## config.mk

```make
export PLATFORM = sky130hd
export DESIGN_NAME = mem2_load_wb_stage
export DESIGN_NICKNAME = d
export VERILOG_FILES = /design/src/rtl/mem2_load_wb_stage.sv
export SDC_FILE = /design/constraint.sdc
export NUM_CORES = 1
export LEC_CHECK = 0
export CORE_ASPECT_RATIO = 0.6
export CORE_MARGIN = 2
export CORE_UTILIZATION = 51
export CTS_BUF_LIST = sky130_fd_sc_hd__clkbuf_4 sky130_fd_sc_hd__clkbuf_8 sky130_fd_sc_hd__clkbuf_16
export DETAILED_ROUTE_END_ITERATION = 8
export GPL_ROUTABILITY_DRIVEN = 0
export GPL_TIMING_DRIVEN = 0
export PLACE_DENSITY = 0.86
export SYNTH_ARGS = -nofsm -noshare
export SYNTH_HDL_FRONTEND = slang
export SYNTH_SLANG_ARGS = --single-unit
```

## constraint.sdc

```tcl
create_clock -name clk -period 7.45 [get_ports clk]
set_clock_uncertainty 0.2 [all_clocks]
set_input_delay 1.1175 -clock clk [delete_from_list [all_inputs] [get_ports clk]]
set_output_delay 1.1175 -clock clk [all_outputs]
set_load 0.01 [all_outputs]
```

## src/rtl/mem2_load_wb_stage.sv

```systemverilog
// MEM2 back-end: holds loads until cache data returns, aligns/extends the data,
// selects the writeback value and owns the MEM2->WB pipeline register.
module mem2_load_wb_stage #(
  parameter int DATA_W = 32,
  parameter int EXC_W  = 5
) (
  input  logic              clk,
  input  logic              rst,
  input  logic [DATA_W-1:0] MEM2_ALUOut,
  input  logic [DATA_W-1:0] MEM2_PC,
  input  logic [1:0]        MEM2_WbSel,
  input  logic [4:0]        MEM2_Dst,
  input  logic              MEM2_RegWr,
  input  logic [2:0]        MEM2_LoadType,
  input  logic [EXC_W-1:0]  MEM2_ExcType,
  input  logic              dcache_rdata_valid,
  input  logic [DATA_W-1:0] dcache_rdata,
  input  logic              WB_Wr,
  input  logic              WB_Flush,
  output logic              MEM2_LoadStall,
  output logic [DATA_W-1:0] WB_Result,
  output logic [DATA_W-1:0] WB_PC,
  output logic [4:0]        WB_Dst,
  output logic              WB_RegWr,
  output logic [EXC_W-1:0]  WB_ExcType
);

  typedef enum logic [1:0] {IDLE, WAIT, BUF} state_t;

  state_t            state, next_state;
  logic              buf_valid;
  logic              capture;
  logic [DATA_W-1:0] buf_data;
  logic              load_pending;
  logic              data_avail;
  logic              exc_free;
  logic [DATA_W-1:0] word;
  logic [7:0]        byte_sel;
  logic [15:0]       half_sel;
  logic [DATA_W-1:0] load_data;
  logic [DATA_W-1:0] result;

  assign exc_free       = (MEM2_ExcType == '0);
  assign load_pending   = (MEM2_WbSel == 2'b01) & MEM2_RegWr & exc_free;
  assign data_avail     = dcache_rdata_valid | buf_valid;
  assign word           = buf_valid ? buf_data : dcache_rdata;
  assign MEM2_LoadStall = load_pending & ~data_avail;

  always_ff @(posedge clk) begin
    if (!rst || WB_Flush) state <= IDLE;
    else                  state <= next_state;
  end

  always_comb begin
    next_state = state;
    unique case (state)
      IDLE: begin
        if (load_pending && !dcache_rdata_valid)  next_state = WAIT;
        else if (load_pending && !WB_Wr)          next_state = BUF;
      end
      WAIT: begin
        if (dcache_rdata_valid && WB_Wr)          next_state = IDLE;
        else if (dcache_rdata_valid)              next_state = BUF;
      end
      BUF: begin
        if (WB_Wr)                                next_state = IDLE;
      end
      default:                                    next_state = IDLE;
    endcase
  end

  always_comb begin
    buf_valid = (state == BUF);
    capture   = (state != BUF) && (next_state == BUF);
  end

  // Buffer contents only matter while in BUF, so it needs no reset.
  always_ff @(posedge clk) begin
    if (capture) buf_data <= dcache_rdata;
  end

  always_comb begin
    unique case (MEM2_ALUOut[1:0])
      2'd0:    byte_sel = word[7:0];
      2'd1:    byte_sel = word[15:8];
      2'd2:    byte_sel = word[23:16];
      default: byte_sel = word[31:24];
    endcase
    half_sel = MEM2_ALUOut[1] ? word[31:16] : word[15:0];
    unique case (MEM2_LoadType)
      3'b001:  load_data = {{(DATA_W-8){byte_sel[7]}}, byte_sel};
      3'b010:  load_data = {{(DATA_W-8){1'b0}}, byte_sel};
      3'b011:  load_data = {{(DATA_W-16){half_sel[15]}}, half_sel};
      3'b100:  load_data = {{(DATA_W-16){1'b0}}, half_sel};
      default: load_data = word;
    endcase
  end

  always_comb begin
    unique case (MEM2_WbSel)
      2'b01:   result = load_data;
      2'b10:   result = MEM2_PC + DATA_W'(8);
      default: result = MEM2_ALUOut;
    endcase
  end

  always_ff @(posedge clk) begin
    if (!rst || WB_Flush || (WB_Wr && MEM2_LoadStall)) begin
      WB_Result  <= '0;
      WB_PC      <= '0;
      WB_Dst     <= '0;
      WB_RegWr   <= 1'b0;
      WB_ExcType <= '0;
    end else if (WB_Wr) begin
      WB_Result  <= result;
      WB_PC      <= MEM2_PC;
      WB_Dst     <= MEM2_Dst;
      WB_RegWr   <= MEM2_RegWr & exc_free;
      WB_ExcType <= MEM2_ExcType;
    end
  end

endmodule

```

; Word-level counts from Yosys, hierarchy flattened
; Cells that the tools add are included.
; W data, S select, Z words.
[classes]
eq_ne = 12
reduce_logical = 13
bitwise_logic = 6
add_sub_neg = 1
muxes = 11
[ops]
columns = operator, count
row1 = $pmux W32 S4, 1
row2 = $pmux W32 S2, 1
row3 = $add A32 B4 Y32 const B, 1
row4 = $mux W32, 1
row5 = $pmux W8 S3, 1
row6 = $mux W16, 1
row7 = $mux W2, 5
row8 = $eq A2 B2 Y1 const B, 4
row9 = $eq A2 B1 Y1 const B, 3
row10 = $eq A3 B2 Y1 const B, 2
row11 = $pmux W2 S3, 1
row12 = $logic_and A1 B1 Y1, 5
row13 = $logic_not A5 Y1, 1
row14 = $and A1 B1 Y1, 4
row15 = $logic_not A2 Y1, 2
row16 = $eq A3 B1 Y1 const B, 1
row17 = $eq A3 B3 Y1 const B, 1
row18 = $logic_not A1 Y1, 3
row19 = $logic_or A1 B1 Y1, 2
row20 = $ne A2 B2 Y1 const B, 1
row21 = $not A1 Y1, 1
row22 = $or A1 B1 Y1, 1
[word_totals]
regBits = 109
output_inout_bits = 76
word_cells = 50

; Logic depth before layout (Yosys ltp)
[logic_depth]
ltp_word = 9
ltp_mapped = 8
ltp_nobuf = 7

; Worst setup path after synthesis
; OpenSTA, ideal clock, no wires.
[synth_path]
kind = input-to-reg
start = input port MEM2_ExcType[4]
end = register buf_data[0] (enable)
path_buffers = 0
t_arrival_ns = 3.485
slack_ns = 3.344
cell_stages = 5
cell_sequence = or4_1 > o21ba_2 > nor2_1 > nand2_1 > nor2_1
[synth_between]
elab_chain_cells = 8
word_cells_on_any_way = 9
[synth_lines]
columns = item, line
row1 = start: declaration, 15  ; input logic [EXC_W-1:0] MEM2_ExcType,
row2 = $logic_not A5 Y1 (*), 43  ; assign exc_free = (MEM2_ExcType == '0);
row3 = $and A1 B1 Y1 (*), 44  ; assign load_pending = (MEM2_WbSel == 2'b01) & MEM2_RegWr & exc_free;
row4 = $logic_and A1 B1 Y1, 59  ; else if (load_pending && !WB_Wr) next_state = BUF;
row5 = $mux W2, 59
row6 = $mux W2 (*), 58  ; if (load_pending && !dcache_rdata_valid) next_state = WAIT;
row7 = $pmux W2 S3 (*), 56  ; unique case (state)
row8 = $eq A2 B2 Y1 (*), 74  ; capture = (state != BUF) && (next_state == BUF);
row9 = $logic_and A1 B1 Y1 (*), 74
row10 = net capture, 32  ; logic capture;
row11 = end signal: assignment, 79  ; if (capture) buf_data <= dcache_rdata;
row12 = end: declaration, 33  ; logic [DATA_W-1:0] buf_data;
; Mark *: on every way through the listed nets, which the timed path passes. The rest lies on a longest branch.
; A chain may end at the register's enable or synchronous reset.

; Final worst setup path
[layout_path]
start = input port MEM2_ExcType[4]
end = output port MEM2_LoadStall
[layout_between]
elab_chain_cells = 3
[layout_lines]
columns = item, line
row1 = $logic_not A5 Y1, 43
row2 = $and A1 B1 Y1, 44
row3 = $and A1 B1 Y1, 47  ; assign MEM2_LoadStall = load_pending & ~data_avail;
row4 = end: declaration, 20  ; output logic MEM2_LoadStall,
; Every way passes these cells.

==> out/qor.tcl <==
set qor(postSynthAreaPerCell_sq_um) 9.31
set qor(cts-buffers-inserted) 9
set qor(rr_startpoint) {state[0]}
set qor(drt_drc_violations_left) 0
set qor(fin_crit_ps) 4790
set qor(wirelength_microns) 23300
set qor(powerDensity_nw_per_um2) 168
set qor(drt-wirelength-per-cell_microns) 22.5
set qor(grt_remaining_overflow) 0
set qor(seq_power_share_pct) 44.0
set qor(layout.filler_cells) 964
set qor(top_achievable_clock_speed_ghz) 0.209
set qor(clk_transition_reported_paths_ps) 80
set qor(setup_viol) 0
set qor(first_global_vias) 6348
set qor(worst_ep_arrival_time_ps) 3470
set qor(fin_hold_viols) 0
set qor(clock_sinks) 109
set qor(timing.setup.tns_ps) 0
set qor(r2r_slack_ps) 4530
set qor(postRouteAntennaNets) 0
set qor(outcome) {finished clean}
set qor(synth_top_area_share_pct) 24.9
set qor(worst-slew-pin-transition_ps) 1030
set qor(ff_latch_area_sq_um) 2500
set qor(switching_power_mw) 0.423
set qor(grt_first_pass_wirelength_microns) 34800
set qor(synth.top_cells.by_area) {sky130_fd_sc_hd__dfxtp_1 25%, sky130_fd_sc_hd__edfxtp_1 16%, sky130_fd_sc_hd__mux2i_1 11%, sky130_fd_sc_hd__nand2_1 3.8%, sky130_fd_sc_hd__nor2_1 3.7%}
set qor(flow.area_growth_from_synthesis_pct) 38.8
set qor(cap_viol_max_count) 0
set qor(routed_via_density) 6.58
set qor(p_int_mw) 1.02
set qor(clk_root_buffer_cell) {sky130_fd_sc_hd__clkbuf_16}
set qor(unique_cell_type_count_in_the_yosys_netlist) 68
set qor(share_of_cells_above_drive_strength_1_pct) 7.46
set qor(fp.coreArea_sq_um) 11900
set qor(ios) 193
set qor(timing.critical_path.fanout_max) 5
set qor(final_net_count) 986
set qor(synthesis.area_sq_um) 6200
set qor(hold_path.class) {reg2reg}
set qor(insertion_delay_ps) 360
set qor(route.vias.total) 6823
set qor(multi_input_gate_area_in_the_final_layout_sq_um) 3440
set qor(power.clock.fraction_pct) 34.8
set qor(reg2reg_to) {WB_Result[22]}
set qor(setup.worst_path.start) {MEM2_ExcType[4]}
set qor(detail_route.first_pass.iterations) 6
set qor(final-max-slew-violation-count) 0
set qor(initial_utilization_pct) 51.9
set qor(synth_sequential_area_ratio_pct) 40.4
set qor(worst_r2r_path_depth) 7
set qor(pin_count_of_the_biggest_net_entering_global_routing) 33
set qor(die_w_microns) 146
set qor(dpl-instance-area_sq_um) 8300
set qor(rows) 31
set qor(resized_cells_post_cts) 0
set qor(switching_share_pct) 29.3
set qor(cp-start-kind) {input port}
set qor(ys_ff_latch) 109
set qor(post_cts_hold_buffer_count) 0
set qor(timing.critical_path.required_ps) 6130
set qor(ys.warnings.count) 0
set qor(synth_flop_cell) {sky130_fd_sc_hd__dfxtp_1}
set qor(endpoint_kind) {output port}
set qor(synth_enable_flop_cells) 32
set qor(synthesis.instances) 666
set qor(die_area_sq_um) 13100
set qor(die-height_microns) 89.4
set qor(post-dp-hpwl_microns) 17900
set qor(syn-num-nets) 786
set qor(power_frac_comb_pct) 21.2
set qor(rsz0062_at_grt) {false}
set qor(drt_iter0_markers) 1223
set qor(ir_worst_vdd_mv) 0.137
set qor(initial_antenna_violation_count) 1
set qor(netlist.top_cell.by_area) {sky130_fd_sc_hd__dfxtp_1}
set qor(synthArstFlopShare_pct) 0
set qor(critical_path_class) {in2out}
set qor(ctsHtreeMaxLevel) 3
set qor(total_non_filler_cell_area_in_the_finished_layout_sq_um) 8600
set qor(aggregate_global_route_resource_usage_pct) 34.7
set qor(post_cts.repair.setup_buffers) 0
set qor(final_critical_path_share_of_the_clock_period_pct) 64.3
set qor(cts_buffer_depth) 2
set qor(critPathCapture) {MEM2_LoadStall}
set qor(cts_tree) {done}
set qor(io_buffers) 189
set qor(slew-limit-headroom_pct) 31.4
set qor(cellLeakagePower_nw) 3.16
worst min path at each step:
stage,slack (ps),cells past startpoint,start,end
3_3_place_gp,240,2,WB_Result[7],WB_Result[7]
6_report,250,1,state[1],state[0]
4_1_cts,260,1,state[1],state[0]
5_1_grt,290,2,WB_Result[9],WB_Result[9]
2_1_floorplan,240,1,state[1],state[0]
3_5_place_dp,260,2,WB_Result[9],WB_Result[9]
state kept, by name, indices dropped and copies added (netlist names):
signal and count:
WB_Result 32, buf_data 32, state 2, WB_RegWr 1
WB_Dst 5, WB_ExcType 5, WB_PC 32
worst max-delay path, stage by stage:
cell and delay, ps:
sky130_fd_sc_hd__clkdlybuf4s50_1 450, sky130_fd_sc_hd__or4_1 680, sky130_fd_sc_hd__nor4_2 580, sky130_fd_sc_hd__clkdlybuf4s50_1 650
synth_stat cells, types with 8 or more instances:
library cell and number:
sky130_fd_sc_hd__a21oi_1 37, sky130_fd_sc_hd__buf_2 18, sky130_fd_sc_hd__clkbuf_1 29, sky130_fd_sc_hd__dfxtp_1 77, sky130_fd_sc_hd__edfxtp_1 32, sky130_fd_sc_hd__inv_1 10, sky130_fd_sc_hd__mux2i_1 68, sky130_fd_sc_hd__nand2_1 62
sky130_fd_sc_hd__nand2b_1 12, sky130_fd_sc_hd__nand3_1 15, sky130_fd_sc_hd__nor2_1 61, sky130_fd_sc_hd__nor4_1 16, sky130_fd_sc_hd__o211ai_1 14, sky130_fd_sc_hd__o21ai_0 37, sky130_fd_sc_hd__o21ai_1 8, sky130_fd_sc_hd__o221ai_1 10
sky130_fd_sc_hd__o31a_1 9, sky130_fd_sc_hd__o32ai_1 8
placed cells by master, fill, tap and decap left out, types with 7 or more instances in the layout:
master                            instances
sky130_fd_sc_hd__nor2_1                  60
sky130_fd_sc_hd__o211ai_1                14
sky130_fd_sc_hd__dfxtp_1                 77
sky130_fd_sc_hd__o32ai_1                  8
sky130_fd_sc_hd__buf_2                   18
sky130_fd_sc_hd__nand2b_1                12
sky130_fd_sc_hd__nor4_1                  16
sky130_fd_sc_hd__o21ai_0                 37
sky130_fd_sc_hd__o21ai_1                  8
sky130_fd_sc_hd__inv_1                   10
sky130_fd_sc_hd__xnor2_1                  7
sky130_fd_sc_hd__edfxtp_1                32
sky130_fd_sc_hd__nand3_1                 15
sky130_fd_sc_hd__nand2_1                 62
sky130_fd_sc_hd__clkbuf_1                29
sky130_fd_sc_hd__o221ai_1                10
sky130_fd_sc_hd__clkbuf_16               10
sky130_fd_sc_hd__o31a_1                   9
sky130_fd_sc_hd__mux2i_1                 68
sky130_fd_sc_hd__xor2_1                   7
sky130_fd_sc_hd__a21oi_1                 37
sky130_fd_sc_hd__mux4_2                   7
sky130_fd_sc_hd__o2111ai_1                7
sky130_fd_sc_hd__clkdlybuf4s50_1        189
stage by stage:
step                      cells  setup WS, ps  utilization [%]  hold slack [ps]  total power [mW]
final                      1037          2660             72.0              255              1.44
after CTS                  1036          2700             72.0              256              1.42
after global placement     1020          2340             69.4              242             0.931
after floorplan             666          3340                -              237             0.782
after global routing       1036          2640             72.0              290              1.47
after detailed placement   1020          2710             69.5              256             0.939
cell type report:
class                      instances  area share [%]
antenna                            1          0.0291
buffer                            50            2.62
clock buffer                      10            2.91
clock inverter                     6           0.553
inverter                          11           0.480
multi-input combinational        496            39.9
sequential                       109            29.1
tap                              165            2.40
timing repair buffer             189            22.0
cells by family after synthesis:
kind of cell,count (synthesis),share of synthesized area [%]
adders and majority gates,3,0.606
and+or+nand+nor,210,16.9
muxes,80,14.4
buffers and inverters,61,4.30
xor gates and xnor gates,14,1.98
AOI/OAI and AO/OA,189,21.5
DFF,109,40.4
per-layer routing:
layer  GRT usage [%]  up-vias  part of all wire (%)
li1                -     2936                     -
met1            46.7     3163                    39
met2            51.0      631                    41
met3            14.5       93                    17
met4            11.2        0                   3.3
met5               0        -                     0
power groups by stage:
stage / clock network (mW) / registers [mW] / logic [mW]
2_1_floorplan: 0 / 0.653 / 0.129
4_1_cts: 0.495 / 0.634 / 0.294
3_5_place_dp: 0 / 0.648 / 0.291
6_report: 0.502 / 0.635 / 0.306
5_1_grt: 0.516 / 0.636 / 0.319
3_3_place_gp: 0 / 0.647 / 0.284
Power figures use the tool's default switching activity.
